===== config.mk =====
export PLATFORM = sky130hd
export DESIGN_NAME = jzjpcc_memory_arbiter_flat
export DESIGN_NICKNAME = d
export VERILOG_FILES = /design/src/rtl/jzjpcc_memory_arbiter_if.sv /design/src/rtl/jzjpcc_memory_arbiter.sv /design/src/flat_wrapper.sv
export SDC_FILE = /design/constraint.sdc
export NUM_CORES = 1
export LEC_CHECK = 0
export CORE_AREA = 2 2 86 88
export DETAILED_ROUTE_END_ITERATION = 7
export DIE_AREA = 0 0 88 90
export PLACE_DENSITY = 0.68
export SETUP_SLACK_MARGIN = 0.4
export SLEW_MARGIN = 20
export SYNTH_ARGS = -nofsm -noshare
export SYNTH_HDL_FRONTEND = slang
export SYNTH_SLANG_ARGS = --single-unit

===== constraint.sdc =====
create_clock -name clock -period 2.5 [get_ports clock]
set_clock_uncertainty 0.2 [all_clocks]
set_input_delay 0.5 -clock clock [delete_from_list [all_inputs] [get_ports clock]]
set_output_delay 0.5 -clock clock [all_outputs]
set_load 0.005 [all_outputs]

===== src/rtl/jzjpcc_memory_arbiter_if.sv =====
// jzjpcc_memory_arbiter_if: request/grant bus shared by the fetch stage, the
// memory stage and the single-ported SRAM. The arbiter is the slave side. The
// pipeline stages and the SRAM together form the master side.
//
// Handshake: a requester raises *Request with its address/attributes. A
// *Grant seen in the same cycle means the access is issued at the next rising
// edge. A requester that sees no grant is stalled and keeps its request up.
// For a granted read, *Valid rises exactly one cycle later with the data.
interface jzjpcc_memory_arbiter_if #(
  parameter int RAM_A_WIDTH = 12,
  parameter int PC_MAX_B    = RAM_A_WIDTH + 1
);
  // fetch port
  logic                  fetchRequest;
  logic [PC_MAX_B:2]     fetchAddress;
  logic                  fetchGrant;
  logic                  fetchValid;
  logic [31:0]           fetchData;
  // data port
  logic                  dataRequest;
  logic                  dataWrite;
  logic [PC_MAX_B:2]     dataAddress;
  logic [3:0]            dataByteEnable;
  logic [31:0]           dataWriteData;
  logic                  dataGrant;
  logic                  dataValid;
  logic [31:0]           dataReadData;
  // SRAM port
  logic [RAM_A_WIDTH-1:0] ramAddress;
  logic                  ramWriteEnable;
  logic [3:0]            ramByteEnable;
  logic [31:0]           ramWriteData;
  logic [31:0]           ramReadData;
  // stalls
  logic                  stall_fetch;
  logic                  stall_memory;

  modport slave (
    input  fetchRequest, fetchAddress,
    output fetchGrant, fetchValid, fetchData,
    input  dataRequest, dataWrite, dataAddress, dataByteEnable, dataWriteData,
    output dataGrant, dataValid, dataReadData,
    output ramAddress, ramWriteEnable, ramByteEnable, ramWriteData,
    input  ramReadData,
    output stall_fetch, stall_memory
  );

  modport master (
    output fetchRequest, fetchAddress,
    input  fetchGrant, fetchValid, fetchData,
    output dataRequest, dataWrite, dataAddress, dataByteEnable, dataWriteData,
    input  dataGrant, dataValid, dataReadData,
    input  ramAddress, ramWriteEnable, ramByteEnable, ramWriteData,
    output ramReadData,
    input  stall_fetch, stall_memory
  );
endinterface


===== src/rtl/jzjpcc_memory_arbiter.sv =====
// jzjpcc_memory_arbiter: shares one SRAM port between fetch and memory stage.
// Data wins contested cycles. When the macro JZJPCC_ARBITER_STARVATION_GUARD_EN
// is defined, a streak counter forces a fetch grant after MAX_DATA_STREAK
// consecutive contested data wins. Read data returns one cycle after grant.
module jzjpcc_memory_arbiter #(
  parameter int RAM_A_WIDTH     = 12,
  parameter int MAX_DATA_STREAK = 4
) (
  input logic                    clock,
  input logic                    reset,
  jzjpcc_memory_arbiter_if.slave bus
);

  logic       w_fetch_grant;
  logic       w_data_grant;
  logic       w_force_fetch;
  logic [1:0] r_tag;  // {fetch, load} issued at the previous edge

`ifdef JZJPCC_ARBITER_STARVATION_GUARD_EN
  localparam logic [3:0] STREAK_LIMIT = 4'(MAX_DATA_STREAK);

  logic [3:0] r_streak;

  assign w_force_fetch = (r_streak == STREAK_LIMIT);

  // Count data wins while fetch waits; clear on fetch grant or idle fetch.
  always_ff @(posedge clock or negedge reset) begin
    if (!reset) begin
      r_streak <= '0;
    end else if (!bus.fetchRequest || w_fetch_grant) begin
      r_streak <= '0;
    end else if (w_data_grant && (r_streak != STREAK_LIMIT)) begin
      r_streak <= r_streak + 4'd1;
    end
  end
`else
  assign w_force_fetch = 1'b0;
`endif

  // Pick at most one winner; nothing is granted while reset is low.
  always_comb begin
    w_fetch_grant = 1'b0;
    w_data_grant  = 1'b0;
    if (reset) begin
      if (bus.dataRequest && !(bus.fetchRequest && w_force_fetch)) begin
        w_data_grant = 1'b1;
      end else if (bus.fetchRequest) begin
        w_fetch_grant = 1'b1;
      end
    end
  end

  // Drive the SRAM port from the winner; the fetch address parks there when idle.
  always_comb begin
    bus.ramAddress     = bus.fetchAddress[RAM_A_WIDTH+1:2];
    bus.ramWriteEnable = 1'b0;
    bus.ramByteEnable  = 4'b0000;
    if (w_data_grant) begin
      bus.ramAddress = bus.dataAddress[RAM_A_WIDTH+1:2];
      if (bus.dataWrite) begin
        bus.ramWriteEnable = 1'b1;
        bus.ramByteEnable  = bus.dataByteEnable;
      end
    end
  end

  // Remember who owns the SRAM read data arriving next cycle.
  always_ff @(posedge clock or negedge reset) begin
    if (!reset) begin
      r_tag <= 2'b00;
    end else begin
      r_tag <= {w_fetch_grant, w_data_grant & ~bus.dataWrite};
    end
  end

  assign bus.ramWriteData = bus.dataWriteData;
  assign bus.fetchGrant   = w_fetch_grant;
  assign bus.dataGrant    = w_data_grant;
  assign bus.fetchValid   = r_tag[1];
  assign bus.dataValid    = r_tag[0];
  assign bus.fetchData    = bus.ramReadData;
  assign bus.dataReadData = bus.ramReadData;
  assign bus.stall_fetch  = bus.fetchRequest & ~w_fetch_grant;
  assign bus.stall_memory = bus.dataRequest & ~w_data_grant;

endmodule


===== src/flat_wrapper.sv =====
// flat-port wrapper written by rule: the top's interface ports become plain ports
module jzjpcc_memory_arbiter_flat 
#(
  parameter int RAM_A_WIDTH     = 12,
  parameter int MAX_DATA_STREAK = 4
)
  (clock, reset, bus_fetchRequest, bus_fetchAddress, bus_fetchGrant, bus_fetchValid, bus_fetchData, bus_dataRequest, bus_dataWrite, bus_dataAddress, bus_dataByteEnable, bus_dataWriteData, bus_dataGrant, bus_dataValid, bus_dataReadData, bus_ramAddress, bus_ramWriteEnable, bus_ramByteEnable, bus_ramWriteData, bus_ramReadData, bus_stall_fetch, bus_stall_memory);
  jzjpcc_memory_arbiter_if #(.RAM_A_WIDTH(RAM_A_WIDTH), .PC_MAX_B((15))) bus_i ();
  input logic clock;
  input logic reset;
  input wire logic [$bits(bus_i.fetchRequest)-1:0] bus_fetchRequest;
  input wire logic [$bits(bus_i.fetchAddress)-1:0] bus_fetchAddress;
  output wire logic [$bits(bus_i.fetchGrant)-1:0] bus_fetchGrant;
  output wire logic [$bits(bus_i.fetchValid)-1:0] bus_fetchValid;
  output wire logic [$bits(bus_i.fetchData)-1:0] bus_fetchData;
  input wire logic [$bits(bus_i.dataRequest)-1:0] bus_dataRequest;
  input wire logic [$bits(bus_i.dataWrite)-1:0] bus_dataWrite;
  input wire logic [$bits(bus_i.dataAddress)-1:0] bus_dataAddress;
  input wire logic [$bits(bus_i.dataByteEnable)-1:0] bus_dataByteEnable;
  input wire logic [$bits(bus_i.dataWriteData)-1:0] bus_dataWriteData;
  output wire logic [$bits(bus_i.dataGrant)-1:0] bus_dataGrant;
  output wire logic [$bits(bus_i.dataValid)-1:0] bus_dataValid;
  output wire logic [$bits(bus_i.dataReadData)-1:0] bus_dataReadData;
  output wire logic [$bits(bus_i.ramAddress)-1:0] bus_ramAddress;
  output wire logic [$bits(bus_i.ramWriteEnable)-1:0] bus_ramWriteEnable;
  output wire logic [$bits(bus_i.ramByteEnable)-1:0] bus_ramByteEnable;
  output wire logic [$bits(bus_i.ramWriteData)-1:0] bus_ramWriteData;
  input wire logic [$bits(bus_i.ramReadData)-1:0] bus_ramReadData;
  output wire logic [$bits(bus_i.stall_fetch)-1:0] bus_stall_fetch;
  output wire logic [$bits(bus_i.stall_memory)-1:0] bus_stall_memory;
  assign bus_i.fetchRequest = bus_fetchRequest;
  assign bus_i.fetchAddress = bus_fetchAddress;
  assign bus_fetchGrant = bus_i.fetchGrant;
  assign bus_fetchValid = bus_i.fetchValid;
  assign bus_fetchData = bus_i.fetchData;
  assign bus_i.dataRequest = bus_dataRequest;
  assign bus_i.dataWrite = bus_dataWrite;
  assign bus_i.dataAddress = bus_dataAddress;
  assign bus_i.dataByteEnable = bus_dataByteEnable;
  assign bus_i.dataWriteData = bus_dataWriteData;
  assign bus_dataGrant = bus_i.dataGrant;
  assign bus_dataValid = bus_i.dataValid;
  assign bus_dataReadData = bus_i.dataReadData;
  assign bus_ramAddress = bus_i.ramAddress;
  assign bus_ramWriteEnable = bus_i.ramWriteEnable;
  assign bus_ramByteEnable = bus_i.ramByteEnable;
  assign bus_ramWriteData = bus_i.ramWriteData;
  assign bus_i.ramReadData = bus_ramReadData;
  assign bus_stall_fetch = bus_i.stall_fetch;
  assign bus_stall_memory = bus_i.stall_memory;
  jzjpcc_memory_arbiter #(.RAM_A_WIDTH(RAM_A_WIDTH), .MAX_DATA_STREAK(MAX_DATA_STREAK)) u_core (.clock(clock), .reset(reset), .bus(bus_i));
endmodule

==> flow_metrics.py, run 1 <==
metrics = {
    "clock_tree": {
        "ctsHtreeMaxLevel": 1,
        "cts.sinks": 2,
        "clk_pin_slew_ps": 30,
        "clockBufferDepth": 2,
        "cts_tree": "done",
        "root_buffer": "clkbuf_8",
        "cts_hold_buf": 0,
        "cts_buffers": 3,
    },
    "logic_synthesis": {
        "synthDistinctLibCells": 11,
        "netlist_top_cells_area": "buf_4 71%, mux2_4 12%, dfrtp_1 4.9%, mux2_2 4.4%, and2_1 2.5%",
        "synth.avg_cell_area_um2": 8.24,
        "syn_inst": 123,
        "netlist.area_leader.share": 0.711,
        "syn_area_um2": 1010,
        "synth_top_area_cell": "buf_4",
        "syn_nets": 224,
        "synth_seq_cells": 2,
        "ys_warn_count": 0,
        "yosysSeqAreaShare": 0.0494,
    },
    "power_and_ir_drop": {
        "leakage_nw": 0.500,
        "swShare": 0.208,
        "power_density_nw_per_um2": 281,
        "clkPwrFrac": 0.418,
        "peakVddDrop_v": 0.0000770,
        "total_power_mw": 0.303,
        "comb_power_share": 0.469,
        "p_switching_mw": 0.0629,
        "seqPwrFrac": 0.113,
        "internal-power_mw": 0.240,
    },
    "detailed_routing": {
        "antenna_left": 0,
        "drt_first_pass_iters": 2,
        "wire_per_inst_um": 11.3,
        "drc": 0,
        "drt_iter0_markers": 5,
        "vias_per_cell": 2.86,
        "totalWireLength_um": 2170,
        "vias": 552,
    },
    "cells_and_area": {
        "largest_reg_flops": 2,
        "layout_common_cells": "32 x clkdlybuf4s50_1, 10 x mux2_4, 7 x buf_2, 6 x buf_4",
        "stdcell_area_um2": 1080,
        "fill_cells": 804,
        "synthToLayoutAreaGrowth_pct": 6.30,
        "nNetsFinal": 197,
        "largest-register": "u_core.r_tag",
        "reg.largest.list": "u_core.r_tag x2",
        "antenna_cells": 0,
        "mostFrequentLayoutCell": "clkdlybuf4s50_1",
        "drive_gt1_frac": 0.447,
    },
    "grt": {
        "grt_start_max_net_pins": 8,
        "grt_pass1_wl_um": 3110,
        "track_usage": 0.0503,
        "grt_pass1_vias": 640,
        "grt_overflow": 0,
        "antenna_found_initial": 0,
    },
    "die": {
        "die_h_um": 90,
        "core_area_um2": 7020,
        "die_w_um": 88,
        "row_count": 31,
        "initial_utilization": 0.144,
        "pin_count": 220,
        "die_area_um2": 7920,
    },
    "timing": {
        "max_slew_margin": 0.928,
        "finalCritPeriodShare": 0.829,
        "setup_viol": 0,
        "finalCriticalPeriod_ps": 2070,
        "worstMarginPinSlew_ps": 108,
        "rsz0062_at_grt": "no",
        "max_freq_ghz": 0.483,
        "finalMaxSlewViolations": 0,
        "hold_viol": 0,
    },
    "hold_path": {
        "hold_class": "primary input to asynchronous set/reset pin",
    },
    "status": {
        "outcome": "finished clean",
    },
    "placed_design": {
        "place_area_um2": 991,
        "dp_hpwl_um": 1680,
        "gp_congestion": 0.604,
        "io_buffers": 55,
    },
    "job": {
        "drv_cap": 0,
    },
    "worst_setup_path": {
        "endpoint_kind": "output port",
        "worst-setup-path-type": "primary input to output port",
        "crit_required_ps": 1800,
        "arrival_ps": 1370,
        "path_max_fanout": 1,
        "cp-start-kind": "primary input",
    },
}
==> critical path, cell delays in order <==
cell,delay [ps]
clkdlybuf4s50_1,410
mux2_4,250
clkdlybuf4s15_1,210
==> path summary, 6_finish.rpt <==
check	startpoint	endpoint	slack, ps
max in group asynchronous	reset	u_core.r_tag[0]	1990
hold / removal	reset	u_core.r_tag[1]	10
min in group clock	bus_dataWrite	u_core.r_tag[0]	390
setup / recovery	bus_fetchAddress[8]	bus_ramAddress[8]	430
==> logic make-up (layout without fill, tap and decap cells) <==
family,Yosys count,after routing,share of synthesized area
buf+inv,99,70,0.730
simple gates,9,9,0.0506
compound gates,1,1,0.00741
flops,2,2,0.0494
mux,12,12,0.163
==> area by class of cell <==
class,instances,area [µm²],share of cell area
Clock buffer,3,41.3,0.0383
Inverter,2,7.51,0.00697
Multi-Input combinational cell,22,246,0.229
Sequential cell,2,50.0,0.0465
Tap cell,99,124,0.115
Timing Repair Buffer,65,608,0.564
==> per-stage QoR <==
stage | setup WS, ps | instances | TNS [ps] | hold slack (ps) | utilization
4_1_cts | 304 | 193 | 0 | 4.26 | 0.153
3_5_place_dp | -235 | 183 | -3150 | 647 | 0.141
2_1_floorplan | 732 | 123 | 0 | 4.41 | -
6_report | 428 | 193 | 0 | 9.84 | 0.153
3_3_place_gp | -224 | 183 | -3020 | 638 | 0.141
5_1_grt | 402 | 193 | 0 | 13.1 | 0.153
==> power groups by stage <==
stage                     sequential, mW  combinational, mW  clock (mW)
after floorplan                   0.0347              0.162           0
after global placement            0.0346              0.139           0
after detailed placement          0.0345              0.140           0
after CTS                         0.0342              0.140       0.131
after global routing              0.0343              0.152       0.134
final                             0.0342              0.142       0.127
==> cell usage after synthesis, drive strengths merged <==
library cell  instances
a21boi                1
and2                  4
and3                  2
buf                  97
dfrtp                 2
inv                   2
mux2                 12
nand2                 1
nor2                  2
==> metal layers <==
metal / global-route usage / share of wire
met3: 0.0248 / 0.15
met1: 0.0353 / 0.26
met4: 0.0641 / 0.082
met2: 0.0827 / 0.51
met5: 0 / 0
==> timing repair <==
action / in CTS / in global routing
pin swaps: 2 / 1
resized for setup: 65 / 13
setup buffers: 6 / 0
endpoints found under the setup margin: 21 / 10
gates cloned: 1 / 0
(Power assumes the default switching activity.)
==> run 2: changes to the inputs <==
--- a/config.mk
+++ b/config.mk
@@ -5,10 +5,10 @@
 export SDC_FILE = /design/constraint.sdc
 export NUM_CORES = 1
 export LEC_CHECK = 0
-export CORE_AREA = 2 2 86 88
+export CORE_AREA = 2 2 85 87
 export DETAILED_ROUTE_END_ITERATION = 7
-export DIE_AREA = 0 0 88 90
-export PLACE_DENSITY = 0.68
+export DIE_AREA = 0 0 87 89
+export PLACE_DENSITY = 0.72
 export SETUP_SLACK_MARGIN = 0.4
 export SLEW_MARGIN = 20
 export SYNTH_ARGS = -nofsm -noshare
==> constraint.sdc (replaced) <==
create_clock -name clock -period 1.85 [get_ports clock]
set_clock_uncertainty 0.2 [all_clocks]
set_input_delay 0.37 -clock clock [delete_from_list [all_inputs] [get_ports clock]]
set_output_delay 0.37 -clock clock [all_outputs]
set_load 0.005 [all_outputs]
==> flow_metrics.py, run 2 (synthesis gave the netlist of run 1 again) <==
metrics = {
    "status": {
        "outcome": "finished clean",
    },
    "grt": {
        "grt_start_max_net_pins": 8,
        "track_usage": 0.0548,
        "antenna_found_initial": 0,
        "grt_overflow": 0,
        "grt_pass1_wl_um": 3220,
        "grt_pass1_vias": 626,
    },
    "detailed_routing": {
        "totalWireLength_um": 2500,
        "wire_per_inst_um": 14.3,
        "wl_met2_um": 1340,
        "wl_met3_um": 384,
        "drc": 0,
        "vias": 569,
        "top_layer": "met4",
        "vias_per_cell": 3.25,
        "antenna_left": 0,
        "wl_met1_um": 517,
        "drt_iter0_markers": 2,
        "drt_first_pass_iters": 4,
    },
    "power_and_ir_drop": {
        "total_power_mw": 0.435,
        "leakage_nw": 0.561,
        "peakVddDrop_v": 0.000142,
        "power_density_nw_per_um2": 385,
    },
    "clock_tree": {
        "cts_buffers": 3,
        "ctsHtreeMaxLevel": 1,
        "cts.sinks": 2,
        "clockBufferDepth": 2,
        "root_buffer": "clkbuf_8",
        "cts_hold_buf": 0,
        "cts_tree": "done",
        "clk_pin_slew_ps": 30,
    },
    "cells_and_area": {
        "mostFrequentLayoutCell": "buf_6",
        "final_cells": 175,
        "synthToLayoutAreaGrowth_pct": 11.7,
        "fin_util": 0.169,
        "drive_gt1_frac": 0.611,
        "largest_reg_flops": 2,
        "reg.largest.list": "u_core.r_tag x2",
        "largest-register": "u_core.r_tag",
        "layout_common_cells": "21 x buf_6, 15 x dlygate4sd2_1, 14 x clkdlybuf4s50_1, 12 x mux2_4, 5 x buf_4",
        "nNetsFinal": 198,
        "antenna_cells": 0,
    },
    "timing": {
        "finalCritPeriodShare": 0.971,
        "finalCriticalPeriod_ps": 1800,
        "finalMaxSlewViolations": 0,
        "setup_viol": 0,
        "max_freq_ghz": 0.557,
        "worstMarginPinSlew_ps": 136,
        "rsz0062_at_grt": "yes",
        "hold_slack_ps": 235,
        "max_slew_margin": 0.909,
        "hold_viol": 0,
    },
    "placed_design": {
        "dp_cells": 164,
        "dp_hpwl_um": 1910,
        "io_buffers": 55,
        "gp_congestion": 0.498,
    },
    "worst_setup_path": {
        "path_max_fanout": 7,
        "cpPeakStageDelay_ps": 310,
        "worstPathCellList": "buf_6 -> buf_8 -> buf_6 -> nand2_8 -> mux2_4 -> buf_6",
        "cp-start-kind": "primary input",
        "worst-setup-path-type": "primary input to output port",
        "path_delay_family": "buffers and inverters",
        "crit_required_ps": 1280,
        "endpoint_kind": "output port",
        "path_buf_inv": 4,
        "cpMaxStageDelayCell": "mux2_4",
        "path_common_cell": "buf_6",
        "arrival_ps": 1230,
    },
    "hold_path": {
        "hold_class": "primary input to flip-flop",
    },
    "die": {
        "core_area_um2": 6720,
        "row_count": 30,
        "die_area_um2": 7740,
        "die_h_um": 89,
        "pin_count": 220,
        "initial_utilization": 0.151,
        "die_w_um": 87,
    },
    "job": {
        "drv_cap": 0,
    },
}
-- run 2: metrics by stage --
stage / setup slack (ps) / cell area [µm²] / TNS, ps
floorplan: 408 / 1030 / 0
global placement: -651 / 968 / -12350
detailed placement: -659 / 968 / -12530
CTS: 33.7 / 1070 / 0
global route: 26.9 / 1130 / 0
finish: 54.5 / 1130 / 0
-- run 2: layout make-up --
class | count | area [µm²]
Clock buffer | 3 | 41.3
Fill cell | 741 | 5590
Inverter | 2 | 7.51
Multi-Input combinational cell | 23 | 293
Sequential cell | 2 | 50.0
Tap cell | 80 | 100
Timing Repair Buffer | 65 | 641
-- run 2: routing by layer --
layer,track usage,vias to the layer above
met5,0,-
met4,0.0909,0
met3,0.0222,45
met2,0.101,59
met1,0.0285,234
li1,-,231
-- run 2: worst paths after layout --
path                                from                end  depth (start not counted)
worst min-delay path       bus_dataWrite    u_core.r_tag[0]                          3
worst max-delay path               reset  bus_ramAddress[9]                          6
min in group asynchronous          reset    u_core.r_tag[1]                          7
max in group asynchronous          reset    u_core.r_tag[0]                          7
-- run 2: repair_timing --
action                                  4_1_cts  5_1_grt
pin swaps                                     4        1
endpoints found under the setup margin       23       20
buffers inserted                              3        4
gates cloned                                  1        0
endpoints found under the hold margin         0        0
gates resized for setup                     136       12
-- run 2: where the power goes --
group | total (mW) | switching (mW) | internal [mW]
Combinational | 0.216 | 0.0634 | 0.153
Sequential | 0.0465 | 0.000705 | 0.0458
Clock | 0.173 | 0.0350 | 0.138
